### src/rtl/rsa_avm_pkg.sv
// Shared definitions for the RSA UART feeder: controller states, default
// UART register map and status bit positions.
package rsa_avm_pkg;

    typedef enum logic [2:0] {
        S_POLL_RX   = 3'd0,
        S_READ_RX   = 3'd1,
        S_START     = 3'd2,
        S_WAIT_CORE = 3'd3,
        S_POLL_TX   = 3'd4,
        S_WRITE_TX  = 3'd5
    } state_t;

    localparam logic [4:0] DEF_RX_ADDR     = 5'd0;
    localparam logic [4:0] DEF_TX_ADDR     = 5'd4;
    localparam logic [4:0] DEF_STATUS_ADDR = 5'd8;

    localparam int DEF_TX_OK_BIT = 6;
    localparam int DEF_RX_OK_BIT = 7;

endpackage

### src/rtl/avm_single_access.sv
// One Avalon-MM access at a time: holds read/write with stable address and
// data until waitrequest drops, then pulses done with the captured readdata.
module avm_single_access
    import rsa_avm_pkg::*;
#(
    parameter logic [4:0] RESET_ADDR = DEF_STATUS_ADDR
) (
    input  logic        avm_clk,
    input  logic        avm_rst,
    input  logic        req,
    input  logic        req_write,
    input  logic [4:0]  req_address,
    input  logic [31:0] req_writedata,
    output logic [4:0]  avm_address,
    output logic        avm_read,
    output logic        avm_write,
    output logic [31:0] avm_writedata,
    input  logic [31:0] avm_readdata,
    input  logic        avm_waitrequest,
    output logic        done,
    output logic [31:0] rdata
);

    logic        read_r;
    logic        write_r;
    logic [4:0]  address_r;
    logic [31:0] writedata_r;
    logic        done_r;
    logic [31:0] rdata_r;

    // Out of reset a status read is already on the bus; requests are only
    // accepted while the bus is idle.
    always_ff @(posedge avm_clk or posedge avm_rst) begin
        if (avm_rst) begin
            read_r      <= 1'b1;
            write_r     <= 1'b0;
            address_r   <= RESET_ADDR;
            writedata_r <= 32'd0;
            done_r      <= 1'b0;
            rdata_r     <= 32'd0;
        end else if ((read_r || write_r) && !avm_waitrequest) begin
            read_r  <= 1'b0;
            write_r <= 1'b0;
            done_r  <= 1'b1;
            rdata_r <= avm_readdata;
        end else if (req && !read_r && !write_r) begin
            read_r      <= !req_write;
            write_r     <= req_write;
            address_r   <= req_address;
            writedata_r <= req_writedata;
            done_r      <= 1'b0;
        end else begin
            done_r <= 1'b0;
        end
    end

    assign avm_read      = read_r;
    assign avm_write     = write_r;
    assign avm_address   = address_r;
    assign avm_writedata = writedata_r;
    assign done          = done_r;
    assign rdata         = rdata_r;

endmodule

### src/rtl/rsa_avm_uart_ctrl.sv
// Avalon-MM master that pulls key and ciphertext bytes from a UART, runs an
// external modexp core per block and returns the plaintext bytes over TX.
module rsa_avm_uart_ctrl
    import rsa_avm_pkg::*;
#(
    parameter int         KEY_BITS    = 256,
    parameter logic [4:0] RX_ADDR     = DEF_RX_ADDR,
    parameter logic [4:0] TX_ADDR     = DEF_TX_ADDR,
    parameter logic [4:0] STATUS_ADDR = DEF_STATUS_ADDR,
    parameter int         TX_OK_BIT   = DEF_TX_OK_BIT,
    parameter int         RX_OK_BIT   = DEF_RX_OK_BIT
) (
    input  logic                avm_clk,
    input  logic                avm_rst,
    output logic [4:0]          avm_address,
    output logic                avm_read,
    input  logic [31:0]         avm_readdata,
    output logic                avm_write,
    output logic [31:0]         avm_writedata,
    input  logic                avm_waitrequest,
    input  logic                key_reload,
    output logic                core_start,
    output logic [KEY_BITS-1:0] core_a,
    output logic [KEY_BITS-1:0] core_e,
    output logic [KEY_BITS-1:0] core_n,
    input  logic [KEY_BITS-1:0] core_result,
    input  logic                core_done,
    output logic                busy,
    output logic [15:0]         block_count
);

    localparam int KB        = KEY_BITS / 8;
    localparam int OUT_BYTES = KB - 1;
    localparam int CW        = $clog2(3 * KB + 1);

    localparam logic [CW-1:0] CNT_ZERO   = {CW{1'b0}};
    localparam logic [CW-1:0] CNT_ONE    = CW'(1);
    localparam logic [CW-1:0] CNT_KB     = CW'(KB);
    localparam logic [CW-1:0] CNT_2KB    = CW'(2 * KB);
    localparam logic [CW-1:0] CNT_LASTK  = CW'(3 * KB - 1);
    localparam logic [CW-1:0] CNT_LASTB  = CW'(KB - 1);
    localparam logic [CW-1:0] CNT_OUT    = CW'(OUT_BYTES);

    state_t              state_r, state_nxt_s;
    logic [CW-1:0]       cnt_r;
    logic [KEY_BITS-1:0] n_r, e_r, a_r, result_r;
    logic                need_key_r, reload_pend_r;
    logic                core_start_r, busy_r;
    logic [15:0]         block_count_r;

    logic        acc_req_s, acc_write_s, acc_done_s;
    logic [4:0]  acc_address_s;
    logic [31:0] acc_writedata_s, acc_rdata_s;
    logic        last_rx_s, last_tx_s, block_end_s, apply_reload_s;
    logic        unused_rdata_s;

    function automatic logic [KEY_BITS-1:0] shift_in(input logic [KEY_BITS-1:0] r,
                                                     input logic [7:0] b);
        return (r << 8) | {{(KEY_BITS-8){1'b0}}, b};
    endfunction

    avm_single_access #(
        .RESET_ADDR (STATUS_ADDR)
    ) u_access (
        .avm_clk         (avm_clk),
        .avm_rst         (avm_rst),
        .req             (acc_req_s),
        .req_write       (acc_write_s),
        .req_address     (acc_address_s),
        .req_writedata   (acc_writedata_s),
        .avm_address     (avm_address),
        .avm_read        (avm_read),
        .avm_write       (avm_write),
        .avm_writedata   (avm_writedata),
        .avm_readdata    (avm_readdata),
        .avm_waitrequest (avm_waitrequest),
        .done            (acc_done_s),
        .rdata           (acc_rdata_s)
    );

    assign unused_rdata_s = ^acc_rdata_s;
    assign last_rx_s      = need_key_r ? (cnt_r == CNT_LASTK) : (cnt_r == CNT_LASTB);
    assign last_tx_s      = ((cnt_r + CNT_ONE) == CNT_OUT);
    assign block_end_s    = (state_r == S_WRITE_TX) && acc_done_s && last_tx_s;
    // A reload lands only between blocks, never while a load is partway in.
    assign apply_reload_s = (reload_pend_r || key_reload) &&
                            (block_end_s || ((state_r == S_POLL_RX) && (cnt_r == CNT_ZERO)));

    // State register.
    always_ff @(posedge avm_clk or posedge avm_rst) begin
        if (avm_rst) begin
            state_r <= S_POLL_RX;
        end else begin
            state_r <= state_nxt_s;
        end
    end

    // Next state and the bus request issued on each transition.
    always_comb begin
        state_nxt_s     = state_r;
        acc_req_s       = 1'b0;
        acc_write_s     = 1'b0;
        acc_address_s   = STATUS_ADDR;
        acc_writedata_s = {24'd0, result_r[KEY_BITS-9 -: 8]};
        case (state_r)
            S_POLL_RX: begin
                if (acc_done_s) begin
                    acc_req_s = 1'b1;
                    if (acc_rdata_s[RX_OK_BIT]) begin
                        state_nxt_s   = S_READ_RX;
                        acc_address_s = RX_ADDR;
                    end else begin
                        state_nxt_s = S_POLL_RX;
                    end
                end else begin
                    state_nxt_s = S_POLL_RX;
                end
            end
            S_READ_RX: begin
                if (acc_done_s) begin
                    if (last_rx_s) begin
                        state_nxt_s = S_START;
                    end else begin
                        state_nxt_s = S_POLL_RX;
                        acc_req_s   = 1'b1;
                    end
                end else begin
                    state_nxt_s = S_READ_RX;
                end
            end
            S_START: begin
                state_nxt_s = S_WAIT_CORE;
            end
            S_WAIT_CORE: begin
                if (core_done) begin
                    state_nxt_s = S_POLL_TX;
                    acc_req_s   = 1'b1;
                end else begin
                    state_nxt_s = S_WAIT_CORE;
                end
            end
            S_POLL_TX: begin
                if (acc_done_s) begin
                    acc_req_s = 1'b1;
                    if (acc_rdata_s[TX_OK_BIT]) begin
                        state_nxt_s   = S_WRITE_TX;
                        acc_write_s   = 1'b1;
                        acc_address_s = TX_ADDR;
                    end else begin
                        state_nxt_s = S_POLL_TX;
                    end
                end else begin
                    state_nxt_s = S_POLL_TX;
                end
            end
            S_WRITE_TX: begin
                if (acc_done_s) begin
                    acc_req_s   = 1'b1;
                    state_nxt_s = last_tx_s ? S_POLL_RX : S_POLL_TX;
                end else begin
                    state_nxt_s = S_WRITE_TX;
                end
            end
            default: begin
                state_nxt_s = S_POLL_RX;
            end
        endcase
    end

    // Operand loading, result unloading, counters and reload bookkeeping.
    always_ff @(posedge avm_clk or posedge avm_rst) begin
        if (avm_rst) begin
            cnt_r         <= CNT_ZERO;
            n_r           <= {KEY_BITS{1'b0}};
            e_r           <= {KEY_BITS{1'b0}};
            a_r           <= {KEY_BITS{1'b0}};
            result_r      <= {KEY_BITS{1'b0}};
            need_key_r    <= 1'b1;
            reload_pend_r <= 1'b0;
            core_start_r  <= 1'b0;
            busy_r        <= 1'b0;
            block_count_r <= 16'd0;
        end else begin
            core_start_r <= (state_nxt_s == S_START);
            busy_r       <= (state_nxt_s != S_POLL_RX);

            if (apply_reload_s) begin
                need_key_r    <= 1'b1;
                reload_pend_r <= 1'b0;
            end else if (state_r == S_START) begin
                need_key_r    <= 1'b0;
                reload_pend_r <= reload_pend_r || key_reload;
            end else begin
                need_key_r    <= need_key_r;
                reload_pend_r <= reload_pend_r || key_reload;
            end

            case (state_r)
                S_READ_RX: begin
                    if (acc_done_s) begin
                        if (need_key_r && (cnt_r < CNT_KB)) begin
                            n_r <= shift_in(n_r, acc_rdata_s[7:0]);
                        end else if (need_key_r && (cnt_r < CNT_2KB)) begin
                            e_r <= shift_in(e_r, acc_rdata_s[7:0]);
                        end else begin
                            a_r <= shift_in(a_r, acc_rdata_s[7:0]);
                        end
                        cnt_r <= cnt_r + CNT_ONE;
                    end else begin
                        cnt_r <= cnt_r;
                    end
                end
                S_WAIT_CORE: begin
                    if (core_done) begin
                        result_r <= core_result;
                        cnt_r    <= CNT_ZERO;
                    end else begin
                        cnt_r <= cnt_r;
                    end
                end
                S_WRITE_TX: begin
                    if (acc_done_s) begin
                        result_r <= result_r << 8;
                        if (last_tx_s) begin
                            cnt_r         <= CNT_ZERO;
                            block_count_r <= block_count_r + 16'd1;
                        end else begin
                            cnt_r <= cnt_r + CNT_ONE;
                        end
                    end else begin
                        cnt_r <= cnt_r;
                    end
                end
                default: begin
                    cnt_r <= cnt_r;
                end
            endcase
        end
    end

    assign core_start  = core_start_r;
    assign core_a      = a_r;
    assign core_e      = e_r;
    assign core_n      = n_r;
    assign busy        = busy_r;
    assign block_count = block_count_r;

endmodule

### config.mk
export PLATFORM = sky130hd
export DESIGN_NAME = rsa_avm_uart_ctrl
export DESIGN_NICKNAME = d
export VERILOG_FILES = /design/src/rtl/rsa_avm_pkg.sv /design/src/rtl/avm_single_access.sv /design/src/rtl/rsa_avm_uart_ctrl.sv
export SDC_FILE = /design/constraint.sdc
export NUM_CORES = 2
export LEC_CHECK = 0
export ABC_AREA = 1
export CAP_MARGIN = 20
export CORE_AREA = 2 2 437 439
export DETAILED_ROUTE_END_ITERATION = 16
export DIE_AREA = 0 0 439 441
export SLEW_MARGIN = 0
export SYNTH_ARGS = -nofsm -noshare
export SYNTH_HDL_FRONTEND = slang
export SYNTH_SLANG_ARGS = --single-unit
### constraint.sdc
create_clock -name avm_clk -period 46.8 [get_ports avm_clk]
set_input_delay 4.68 -clock avm_clk [delete_from_list [all_inputs] [get_ports avm_clk]]
set_output_delay 4.68 -clock avm_clk [all_outputs]
set_load 0.05 [all_outputs]
; ---- Word-level counts from Yosys, hierarchy flattened
; Index checks and enable logic that the tools add are counted.
; W data, S select, Z words.
[classes]
bitwise_logic = 6
n_eq_ne = 12
add_sub_neg = 2
n_lt_le_gt_ge = 2
reduce_logical = 31
mux = 40
[ops]
columns = op, n
row1 = $or A256 B8 Y256, 3
row2 = $mux W248, 2
row3 = $pmux W248 S2, 1
row4 = $mux W7, 4
row5 = $pmux W7 S3, 1
row6 = $mux W1, 18
row7 = $mux W3, 6
row8 = $pmux W3 S6, 1
row9 = $add A16 B1 Y16 const B, 1
row10 = $mux W4, 4
row11 = $eq A7 B5 Y1 const B, 2
row12 = $reduce_and A4 Y1, 3
row13 = $eq A3 B2 Y1 const B, 3
row14 = $logic_and A1 B1 Y1, 9
row15 = $reduce_and A3 Y1, 3
row16 = $pmux W4 S2, 1
row17 = $add A7 B1 Y7 const B, 1
row18 = $eq A7 B7 Y1 const B, 1
row19 = $logic_not A7 Y1, 1
row20 = $lt A7 B6 Y1 const B, 1
row21 = $lt A7 B7 Y1 const B, 1
row22 = $eq A3 B3 Y1 const B, 2
row23 = $reduce_bool A2 Y1, 3
row24 = $reduce_bool A3 Y1, 2
row25 = other kinds (11), 19
[totals]
out_inout_bits = 825
in_bits = 293
reg_bits = 1070
elab_cells = 110

; ---- Logic depth before layout (Yosys ltp)
[depth]
depth_word = 9
mapped_depth = 13
depth_no_buf = 12

; ---- Hierarchy
; Synthesis repeated with hierarchy kept, for this count alone.
[unflattened]
hier_cells = 4756
hier_area_um2 = 44630.3
[modules_own_cells]
columns = module, area_per_inst_um2, n_inst, cells_per_inst, seq_area_each_um2
row1 = rsa_avm_uart_ctrl, 41781.3, 1, 4442, 26176.4
row2 = avm_single_access, 2849.0, 1, 314, 1804.2

; ---- Worst setup path after synthesis
; No wires, ideal clock.
[synth_path]
kind = input to register
start = in core_done
end = reg result_r[0]
slack_ps = 41113
path_stages = 6
arrival_ps = 5605
setup_ps = 83
path_cell_list = nor2_1 > a211oi_4 > buf_2 > buf_2 > nand3_1 > o21ai_0
[synth_via]
elab_chain_len = 2
[synth_lines]
columns = element, line_no
row1 = from (decl), rsa_avm_uart_ctrl.sv:27  ; input logic core_done,
row2 = $ne A2 B2 Y1 (no source line), --
row3 = $reduce_and A3 Y1 (no source line), --
row4 = to (signal assigned), rsa_avm_uart_ctrl.sv:177  ; result_r <= {KEY_BITS{1'b0}};
row5 = to (signal assigned), rsa_avm_uart_ctrl.sv:215  ; result_r <= core_result;
row6 = to (signal assigned), rsa_avm_uart_ctrl.sv:223  ; result_r <= result_r << 8;
row7 = to (decl), rsa_avm_uart_ctrl.sv:46  ; logic [KEY_BITS-1:0] n_r, e_r, a_r, result_r;
; Every way passes these cells.
; A chain may end at the register's enable or synchronous reset.

==> reports/results.txt <==
Outcome: finished, final reports clean
Minimum clock period: 8660 ps
Worst Setup SP: avm_rst
Filler cells: 19.7k
Number of synthesized flops with an enable pin: 0
Clock-pin slew on the worst setup and hold paths: 60 ps
Maximum VDD drop: 0.0354 mV
Worst Clk Skew: 61.7 ps
Register area: 26700 sq um
# clock sinks: 1067
DRC Markers: 0
Static leakage: 0.0280 uW
RSZ-0062 raised after global routing: false
Worst Path Class, Setup: input pin to async pin
Fmax: 115 MHz
Synthesized area: 42700 sq um
DR WL/cell: 17.8 um
Initial antenna violation count: 31
Fin util: 31.6%
Worst Tran Pin Value: 1060 ps
Multiplexer area fraction after synthesis: 0.633%
Die width: 439 um
Max-cap violations: 0
Vias/cell: 4.12
Largest net degree at the start of global routing: 265
Setup crit start kind: input pin
Commonest cells after routing, fill and taps aside: dfrtp_1, clkdlybuf4s50_1, nand2_1, o21ai_0, inv_1
Area Growth Syn to Fin: 39.9%
Worst r2r src: state_r[2]
Routed via count: 34.2k
Global routing's busiest layer: met2
Multi-input gate area: 12300 sq um
Number of setup buffers added after CTS: 0
Arrival time at the worst endpoint: 9400 ps
Seq cells post-synth: 1067
CTS tree: done
Vias in the first global route: 32.4k
Dominant synthesized flop cell: dfrtp_1
Final Cycle Share: 18.5%
Area share of fa/ha/maj cells after synthesis: 0.147%
Slew Viols, Final: 0
Synth Area in Compound Gates: 14.9%
Die H: 441 um
Layout Nets: 5978
Die footprint: 194000 sq um
Ys async rst share: 100%
Met3 Resource Use GR: 4.28%
GRT Util Overall: 14.7%
Root buffer cell: clkbuf_16
First-pass GRT wire length: 214000 um
# IOs: 1118
Clock Path Buffers: 3
Post_cts resized: 0
Max Fanout on Critical Path: 71
Htree depth: 3
PwrDens: 74.8 nW/um^2
Post-synth cell types: 29
DR iter-0 viols: 2599
Total Wirelength: 148000 um
Setup TNS Final: 0 ps
Post-route ant nets: 0
DP HPWL: 111000 um
CP endpoint kind: async pin
Port bufs: 1058
Post-CTS Hold Fix Bufs: 0
Commonest non-fill, non-tap cell in the layout: dfrtp_1
Syn Inst Count: 4745
Sequential share of the synthesized area: 62.6%
Syn avg cell area: 9.00 sq um
Row count: 160
Core area: 189000 sq um
Main combinational cell family by area after synthesis: compound AO/OA/AOI/OAI gates
Skew-Pair Late Insertion Delay: 780 ps
Final hold vios: 0
Met2 Resource Use GR: 24.5%
Simple-Gate Fraction of Synth Area: 12.6%
Drt first pass iters: 6
Met1 global-route usage: 17.4%
Max-Slew Margin vs Limit: 29.5%
Hold Startpoint: u_access.avm_address[3]
Inserted Clock Buffers: 121
Share of cells above drive strength 1: 4.64%
Post-Synth XOR/XNOR Area: 0.287%
Final setup fails: 0
Yosys warns: 0
Tightest Hold Check Type: flip-flop to flip-flop
Total grt overflow: 0
Initial Util: 22.6%
Worst EP required: 47540 ps
GPL Wtd Cong: 0.884
-- area by class of cell --
class	instances	area share (%)
Clock buffer	178	5.93
Antenna cell	18	0.0754
Multi-Input combinational cell	2750	20.6
Sequential cell	1067	44.7
Timing Repair Buffer	1092	18.3
Clock inverter	47	0.939
Inverter	648	4.10
Tap cell	2511	5.26
-- worst max-delay path: stages --
cell and delay, ps:
clkdlybuf4s50_1 520, inv_8 430, buf_4 710, buf_4 770
buf_4 740, buf_4 580, buf_4 740
-- cell usage after synthesis, types with 2 or more instances --
| cell | n | share of area, % |
|---|---|---|
| buf_1 | 2 | 0.018 |
| a21oi_1 | 362 | 4.2 |
| dfstp_2 | 3 | 0.18 |
| xnor2_1 | 10 | 0.21 |
| ha_1 | 5 | 0.15 |
| nor3_1 | 6 | 0.070 |
| nor2_1 | 393 | 3.5 |
| inv_1 | 647 | 5.7 |
| mux2_2 | 24 | 0.63 |
| clkbuf_1 | 203 | 1.8 |
| nand3_1 | 25 | 0.29 |
| buf_4 | 31 | 0.55 |
| nand2_1 | 979 | 8.6 |
| o21ai_0 | 881 | 10 |
| o21ai_1 | 19 | 0.22 |
| dfrtp_1 | 1064 | 62 |
| nand4_1 | 7 | 0.10 |
| xor2_1 | 4 | 0.082 |
| buf_2 | 70 | 0.82 |
-- where the power goes --
| group | internal, uW | leakage (uW) | total (uW) | switching [uW] |
|---|---|---|---|---|
| sequential | 1280 | 0.0134 | 1490 | 218 |
| combinational | 586 | 0.0126 | 2000 | 1410 |
| clock | 560 | 0.00202 | 974 | 414 |
| total | 2420 | 0.0280 | 4460 | 2040 |
-- logic make-up (layout without fill, tap and decap cells) --
kind of cell,Yosys count,after routing
simple gates,1414,1414
compound gates,1266,1266
flops,1067,1067
buf+inv,954,1965
mux,24,24
xor+xnor,14,14
fa+ha+maj,5,5
other cells,1,45
-- path summary, 6_finish.rpt --
check                                          endpoint  slack [ps]  cells past startpoint
worst min register to register  u_access.avm_address[3]         460                      2
worst min-delay path            u_access.avm_address[3]         460                      2
min in group asynchronous                   core_n[213]        4410                      2
worst max-delay path                        core_e[112]       38140                      7
max in group avm_clk                           avm_read       39860                      1
worst max register to register              core_e[121]       42690                      9
-- stage by stage --
stage / setup WS [ps] / hold slack, ps / instance area, sq um / std cells / power, uW
after detailed placement: 37060 / 459 / 55500 / 8066 / 3520
after floorplan: 12090 / 462 / 42800 / 4771 / 2710
after CTS: 37940 / 469 / 59600 / 8291 / 4520
after global placement: 37090 / 456 / 55500 / 8066 / 3500
after global routing: 37410 / 484 / 59700 / 8308 / 4690
final: 38140 / 465 / 59700 / 8311 / 4460
-- routing by layer --
metal / wire length [um] / share of wire (%)
met5: 175 / 0.12
met4: 6180 / 4.2
met3: 10300 / 7.0
met2: 72800 / 49
met1: 58700 / 40
-- state kept, by name, indices dropped and copies added, names as in the netlist, 2 cells and up --
register and count:
core_e 256, result_r 248, state_r 3, block_count 16, u_access.avm_writedata 8, core_n 256, u_access.rdata 8, core_a 256
cnt_r 7, u_access.avm_address 2
Note: power is estimated with default switching activity, not from simulation.
